### src/rtl/sram_1r1w_arbiter_if.sv
// Request/response bundle between two read/write requesters, the arbiter,
// and the attached 1R1W SRAM macro.
interface sram_1r1w_arbiter_if #(
  parameter int WORD_SIZE = 8,
  parameter int ADDR_SIZE = 4
);
  logic                   init_req;
  logic                   busy;
  logic [1:0]             rd_req_valid;
  logic [2*ADDR_SIZE-1:0] rd_req_addr;
  logic [1:0]             rd_req_ready;
  logic [1:0]             rd_rsp_valid;
  logic [WORD_SIZE-1:0]   rd_rsp_data;
  logic [1:0]             wr_req_valid;
  logic [2*ADDR_SIZE-1:0] wr_req_addr;
  logic [2*WORD_SIZE-1:0] wr_req_data;
  logic [1:0]             wr_req_ready;
  logic                   mem_we;
  logic [ADDR_SIZE-1:0]   mem_waddr;
  logic [WORD_SIZE-1:0]   mem_wdata;
  logic                   mem_re;
  logic [ADDR_SIZE-1:0]   mem_raddr;
  logic [WORD_SIZE-1:0]   mem_rdata;

  // Arbiter side.
  modport slave (
    input  init_req, rd_req_valid, rd_req_addr, wr_req_valid, wr_req_addr,
           wr_req_data, mem_rdata,
    output busy, rd_req_ready, rd_rsp_valid, rd_rsp_data, wr_req_ready,
           mem_we, mem_waddr, mem_wdata, mem_re, mem_raddr
  );

  // Requester + SRAM side.
  modport master (
    output init_req, rd_req_valid, rd_req_addr, wr_req_valid, wr_req_addr,
           wr_req_data, mem_rdata,
    input  busy, rd_req_ready, rd_rsp_valid, rd_rsp_data, wr_req_ready,
           mem_we, mem_waddr, mem_wdata, mem_re, mem_raddr
  );
endinterface

### src/rtl/sram_1r1w_arbiter.sv
// Two-requester arbiter in front of a 1R1W SRAM. After reset (or an
// init_req) the whole array is zero-filled, then read and write channels are
// round-robin arbitrated independently. Read data is passed straight through
// from the SRAM, so the macro itself must be write-first for same-address
// read/write collisions.
module sram_1r1w_arbiter #(
  parameter int WORD_SIZE = 8,
  parameter int ADDR_SIZE = 4
) (
  input  logic                  clk,
  input  logic                  rst,
  sram_1r1w_arbiter_if.slave    bus
);

  typedef enum logic {INIT = 1'b0, RUN = 1'b1} state_e;

  state_e               state_q, state_d;
  logic [ADDR_SIZE-1:0] cnt_q, cnt_d;
  logic [1:0]           rsp_q, rsp_d;
  logic                 rd_ptr_q, rd_ptr_d;
  logic                 wr_ptr_q, wr_ptr_d;
  logic [1:0]           rd_gnt, wr_gnt;
  logic                 run;

  // Round-robin pick: contention goes to the pointer, a lone request wins.
  function automatic logic [1:0] rr_pick(input logic [1:0] vld, input logic ptr);
    case (vld)
      2'b11:   rr_pick = ptr ? 2'b10 : 2'b01;
      default: rr_pick = vld;
    endcase
  endfunction

  assign run = (state_q == RUN);

  // Combinational grants; nothing is granted while filling.
  always_comb begin
    rd_gnt = 2'b00;
    wr_gnt = 2'b00;
    if (run) begin
      rd_gnt = rr_pick(bus.rd_req_valid, rd_ptr_q);
      wr_gnt = rr_pick(bus.wr_req_valid, wr_ptr_q);
    end
  end

  // Next-state: fill counter, INIT/RUN transitions, pointers, read strobe.
  always_comb begin
    state_d  = state_q;
    cnt_d    = cnt_q;
    rd_ptr_d = rd_ptr_q;
    wr_ptr_d = wr_ptr_q;
    rsp_d    = rd_gnt;
    case (state_q)
      INIT: begin
        cnt_d = cnt_q + 1'b1;
        if (&cnt_q) begin
          state_d = RUN;
          cnt_d   = '0;
        end
      end
      default: begin
        cnt_d = '0;
        // Grants issued this cycle still complete; the fill starts next edge.
        if (bus.init_req) state_d = INIT;
      end
    endcase
    if (rd_gnt[0]) rd_ptr_d = 1'b1;
    if (rd_gnt[1]) rd_ptr_d = 1'b0;
    if (wr_gnt[0]) wr_ptr_d = 1'b1;
    if (wr_gnt[1]) wr_ptr_d = 1'b0;
  end

  // State registers.
  always_ff @(posedge clk or posedge rst) begin
    if (rst) begin
      state_q  <= INIT;
      cnt_q    <= '0;
      rsp_q    <= 2'b00;
      rd_ptr_q <= 1'b0;
      wr_ptr_q <= 1'b0;
    end else begin
      state_q  <= state_d;
      cnt_q    <= cnt_d;
      rsp_q    <= rsp_d;
      rd_ptr_q <= rd_ptr_d;
      wr_ptr_q <= wr_ptr_d;
    end
  end

  // SRAM port muxing; strobes are forced low while reset is held.
  always_comb begin
    bus.mem_re    = !rst && (|rd_gnt);
    bus.mem_raddr = rd_gnt[1] ? bus.rd_req_addr[ADDR_SIZE +: ADDR_SIZE]
                              : bus.rd_req_addr[0 +: ADDR_SIZE];
    bus.mem_we    = !rst && (!run || (|wr_gnt));
    bus.mem_waddr = cnt_q;
    bus.mem_wdata = '0;
    if (run) begin
      bus.mem_waddr = wr_gnt[1] ? bus.wr_req_addr[ADDR_SIZE +: ADDR_SIZE]
                                : bus.wr_req_addr[0 +: ADDR_SIZE];
      bus.mem_wdata = wr_gnt[1] ? bus.wr_req_data[WORD_SIZE +: WORD_SIZE]
                                : bus.wr_req_data[0 +: WORD_SIZE];
    end
  end

  assign bus.busy         = !run;
  assign bus.rd_req_ready = rd_gnt;
  assign bus.wr_req_ready = wr_gnt;
  assign bus.rd_rsp_valid = rsp_q;
  assign bus.rd_rsp_data  = bus.mem_rdata;

endmodule

### src/flat_wrapper.sv
// flat-port wrapper written by rule: the top's interface ports become plain ports
module sram_1r1w_arbiter_flat 
#(
  parameter int WORD_SIZE = 8,
  parameter int ADDR_SIZE = 4
)
  (clk, rst, bus_init_req, bus_rd_req_valid, bus_rd_req_addr, bus_wr_req_valid, bus_wr_req_addr, bus_wr_req_data, bus_mem_rdata, bus_busy, bus_rd_req_ready, bus_rd_rsp_valid, bus_rd_rsp_data, bus_wr_req_ready, bus_mem_we, bus_mem_waddr, bus_mem_wdata, bus_mem_re, bus_mem_raddr);
  sram_1r1w_arbiter_if #(.WORD_SIZE(WORD_SIZE), .ADDR_SIZE(ADDR_SIZE)) bus_i ();
  input  logic clk;
  input  logic rst;
  input wire logic [$bits(bus_i.init_req)-1:0] bus_init_req;
  input wire logic [$bits(bus_i.rd_req_valid)-1:0] bus_rd_req_valid;
  input wire logic [$bits(bus_i.rd_req_addr)-1:0] bus_rd_req_addr;
  input wire logic [$bits(bus_i.wr_req_valid)-1:0] bus_wr_req_valid;
  input wire logic [$bits(bus_i.wr_req_addr)-1:0] bus_wr_req_addr;
  input wire logic [$bits(bus_i.wr_req_data)-1:0] bus_wr_req_data;
  input wire logic [$bits(bus_i.mem_rdata)-1:0] bus_mem_rdata;
  output wire logic [$bits(bus_i.busy)-1:0] bus_busy;
  output wire logic [$bits(bus_i.rd_req_ready)-1:0] bus_rd_req_ready;
  output wire logic [$bits(bus_i.rd_rsp_valid)-1:0] bus_rd_rsp_valid;
  output wire logic [$bits(bus_i.rd_rsp_data)-1:0] bus_rd_rsp_data;
  output wire logic [$bits(bus_i.wr_req_ready)-1:0] bus_wr_req_ready;
  output wire logic [$bits(bus_i.mem_we)-1:0] bus_mem_we;
  output wire logic [$bits(bus_i.mem_waddr)-1:0] bus_mem_waddr;
  output wire logic [$bits(bus_i.mem_wdata)-1:0] bus_mem_wdata;
  output wire logic [$bits(bus_i.mem_re)-1:0] bus_mem_re;
  output wire logic [$bits(bus_i.mem_raddr)-1:0] bus_mem_raddr;
  assign bus_i.init_req = bus_init_req;
  assign bus_i.rd_req_valid = bus_rd_req_valid;
  assign bus_i.rd_req_addr = bus_rd_req_addr;
  assign bus_i.wr_req_valid = bus_wr_req_valid;
  assign bus_i.wr_req_addr = bus_wr_req_addr;
  assign bus_i.wr_req_data = bus_wr_req_data;
  assign bus_i.mem_rdata = bus_mem_rdata;
  assign bus_busy = bus_i.busy;
  assign bus_rd_req_ready = bus_i.rd_req_ready;
  assign bus_rd_rsp_valid = bus_i.rd_rsp_valid;
  assign bus_rd_rsp_data = bus_i.rd_rsp_data;
  assign bus_wr_req_ready = bus_i.wr_req_ready;
  assign bus_mem_we = bus_i.mem_we;
  assign bus_mem_waddr = bus_i.mem_waddr;
  assign bus_mem_wdata = bus_i.mem_wdata;
  assign bus_mem_re = bus_i.mem_re;
  assign bus_mem_raddr = bus_i.mem_raddr;
  sram_1r1w_arbiter #(.WORD_SIZE(WORD_SIZE), .ADDR_SIZE(ADDR_SIZE)) u_core (.clk(clk), .rst(rst), .bus(bus_i));
endmodule
### config.mk
export PLATFORM = sky130hd
export DESIGN_NAME = sram_1r1w_arbiter_flat
export DESIGN_NICKNAME = d
export VERILOG_FILES = /design/src/rtl/sram_1r1w_arbiter_if.sv /design/src/rtl/sram_1r1w_arbiter.sv /design/src/flat_wrapper.sv
export SDC_FILE = /design/constraint.sdc
export NUM_CORES = 1
export LEC_CHECK = 0
export CELL_PAD_IN_SITES_DETAIL_PLACEMENT = 0
export CELL_PAD_IN_SITES_GLOBAL_PLACEMENT = 1
export CORE_ASPECT_RATIO = 0.5
export CORE_MARGIN = 2
export CORE_UTILIZATION = 20
export CTS_CLUSTER_SIZE = 8
export DETAILED_ROUTE_END_ITERATION = 10
export PLACE_DENSITY_LB_ADDON = 0.1
export SLEW_MARGIN = 30
export SYNTH_ARGS = -nofsm -noshare
export SYNTH_HDL_FRONTEND = slang
export SYNTH_SLANG_ARGS = --single-unit
### constraint.sdc
create_clock -name clk -period 2 [get_ports clk]
set_input_delay 0.4 -clock clk [delete_from_list [all_inputs] [get_ports clk]]
set_output_delay 0.4 -clock clk [all_outputs]
set_load 0.01 [all_outputs]
==> out/metrics.cfg <==
[clock_tree]
clkTransAtPathRegs_ps=50
h-tree-depth=1
clockRootBuffer=clkbuf_8
clk_latency_ps=230
cts_tree=yes
cts_buffers=3
cts_sinks=9
cts_buffer_depth=2

[placement]
dpl.hpwl_um=1970
port-buffer-count=63
pre_cts_slack_ps=-425
gp_congestion=0.750

[logic_synthesis]
ys_seq_area_share_pct=28.6
syn_area_um2=787
synth.net_count=145
synth.avg_cell_area_um2=8.11
syn_inst=97
synth.distinct_cells=26
ys_ff_latch=9
yosys_warnings=0

[timing]
post-route-period-util_pct=97.4
fin_ws_ps=51.9
rsz0062_at_grt=true
slew_headroom_pct=75.6
drv_slew=0
fmax_mhz=513
tightestPinTransition_ps=366
skew_ps=3.86
hold_viol=0
setup_viol=0
setup_tns_ps=0
period_needed_ps=1950
fin_hold_ws_ps=507

[global_route]
grt.total_usage_pct=11.7
grt_pass1_wl_um=4180
grt_pass1_vias=933
antenna_found_initial=0
grt-ovfl-total=0
grt_start_max_net_pins=17

[setup_path]
crit_type=flip-flop to primary output
timing.critical_path.required_ps=1600
critPathArrivalTime_ps=1550
start_kind=flip-flop
cp-end-kind=primary output
cp_max_fo=5

[drt]
drc_errors=0
firstDrtPassIters=3
wl_per_cell_um=11.6
via_per_inst=4.26
totalWireLength_um=2660
drtAntennaViolNets=0
via_count=976
drt_iter0_drc=15

[layout]
areaGrowthSynthToFinish_pct=103
final_common_cell=clkdlybuf4s50_1
drive_above_1_share_pct=34.9
num_antenna_cells=0
layout_common_cells=37 x clkdlybuf4s50_1, 18 x buf_4, 14 x nand2_1, 11 x nand3_1
final_net_count=224
num-fill-cells=433

[floorplanning]
ioPinCount=80
core_area_um2=3840
initial_core_util_pct=20.5
rows=16
die_area_um2=4480
die_w_um=92.7
die_y_um=48.4

[power_and_ir_drop]
p_total_mw=1.35
max-vdd-ir-drop_v=0.000323
power_density_nw_per_um2=842
p_leak_nw=0.757

[worst_hold_path]
hp-class=input port to asynchronous set/reset pin

[status]
run_status=complete, no violations

[job]
maxCapViolCount=0

-- path summary, 6_finish.rpt --
check | endpoint | from | slack (ps) | cells past startpoint
setup / recovery | bus_mem_waddr[1] | u_core.run$_DFF_PP0_ | 50 | 6
hold / removal | u_core.wr_ptr_q$_DFFE_PP0P_ | rst | 510 | 2
setup reg to reg | u_core.cnt_q[3]$_DFF_PP0_ | u_core.cnt_q[0]$_DFF_PP0_ | 860 | 4
hold reg to reg | u_core.rd_ptr_q$_DFFE_PP0P_ | u_core.rd_ptr_q$_DFFE_PP0P_ | 520 | 1
max in group asynchronous | u_core.bus.rd_rsp_valid[1]$_DFF_PP0_ | rst | 1230 | 2
min in group clk | u_core.rd_ptr_q$_DFFE_PP0P_ | u_core.rd_ptr_q$_DFFE_PP0P_ | 520 | 1
-- final cells by class --
cell class                      instances  area [um^2]  share of cell area, %
Timing Repair Buffer                   87          771                   48.3
Sequential cell                         9          225                   14.1
Clock buffer                            4         45.0                   2.82
Inverter                                7         26.3                   1.65
Multi-Input combinational cell         68          462                   28.9
Tap cell                               54         67.6                   4.23
-- report_power, final --
group          internal, mW  switching [mW]
Combinational         0.434           0.373
Sequential            0.256          0.0708
Clock                 0.139          0.0721
-- synthesized netlist by cell type --
cell      instances  share of area, %
nand2_1          15               7.2
nand3_1          11               7.0
dfrtp_1           9                29
buf_4             8               7.6
o21ai_2           8               8.9
inv_1             7               3.3
a21oi_1           5               3.2
buf_2             4               2.5
mux2_2            4               5.7
nor2_1            4               1.9
o21ai_0           3               1.9
and2_4            2               2.2
buf_6             2               2.9
nand4_1           2               1.6
o221ai_1          2               2.2
a21oi_4           1               2.1
a311oi_1          1               1.1
a31oi_1           1              0.80
ha_1              1               1.6
mux2i_1           1               1.3
nand2b_1          1              0.80
nor2b_1           1              0.80
nor3_1            1              0.64
o221ai_2          1               1.9
o31a_1            1               1.1
xnor2_1           1               1.1
-- state kept, by name, summed over array words and instances (netlist names) --
signal and cells:
u_core.run 1, u_core.bus.rd_rsp_valid 2, u_core.wr_ptr_q 1, u_core.cnt_q 4, u_core.rd_ptr_q 1
-- cell families (layout without fill, tap and decap cells) --
logic type	count (synthesis)	after routing	synth area share [%]
AOI/OAI and AO/OA	23	23	23.2
xor gates and xnor gates	1	1	1.11
adders and majority gates	1	1	1.59
buffers and inverters	21	98	16.4
DFF	9	9	28.6
muxes	5	5	6.99
and+or+nand+nor	37	38	22.1
-- through the flow --
step / utilization [%] / cell area [um^2] / std cells
6_report: 41.5 / 1600 / 229
5_1_grt: 41.5 / 1600 / 229
4_1_cts: 41.6 / 1600 / 228
3_5_place_dp: 38.7 / 1490 / 214
3_3_place_gp: 38.7 / 1490 / 214
2_1_floorplan: - / 787 / 97
-- critical path: stages, from the launching register on --
cell      delay (ps)
dfrtp_1          400
buf_6            140
and2_4           150
and2_4           180
buf_4            150
o221ai_2         140
buf_2            160
-- metal layers --
metal	part of all wire (%)	global-route usage [%]
met5	0	0
met4	1.9	4.90
met3	9.2	3.27
met2	46	20.6
met1	43	13.6
-- timing repair --
item,in CTS,in global routing
cloned,1,0
hold buffers,0,0
buffers inserted,9,1
endpoints found under the setup margin,23,12
pin swaps,4,1
resized for setup,63,13
Power figures use the tool's default switching activity.
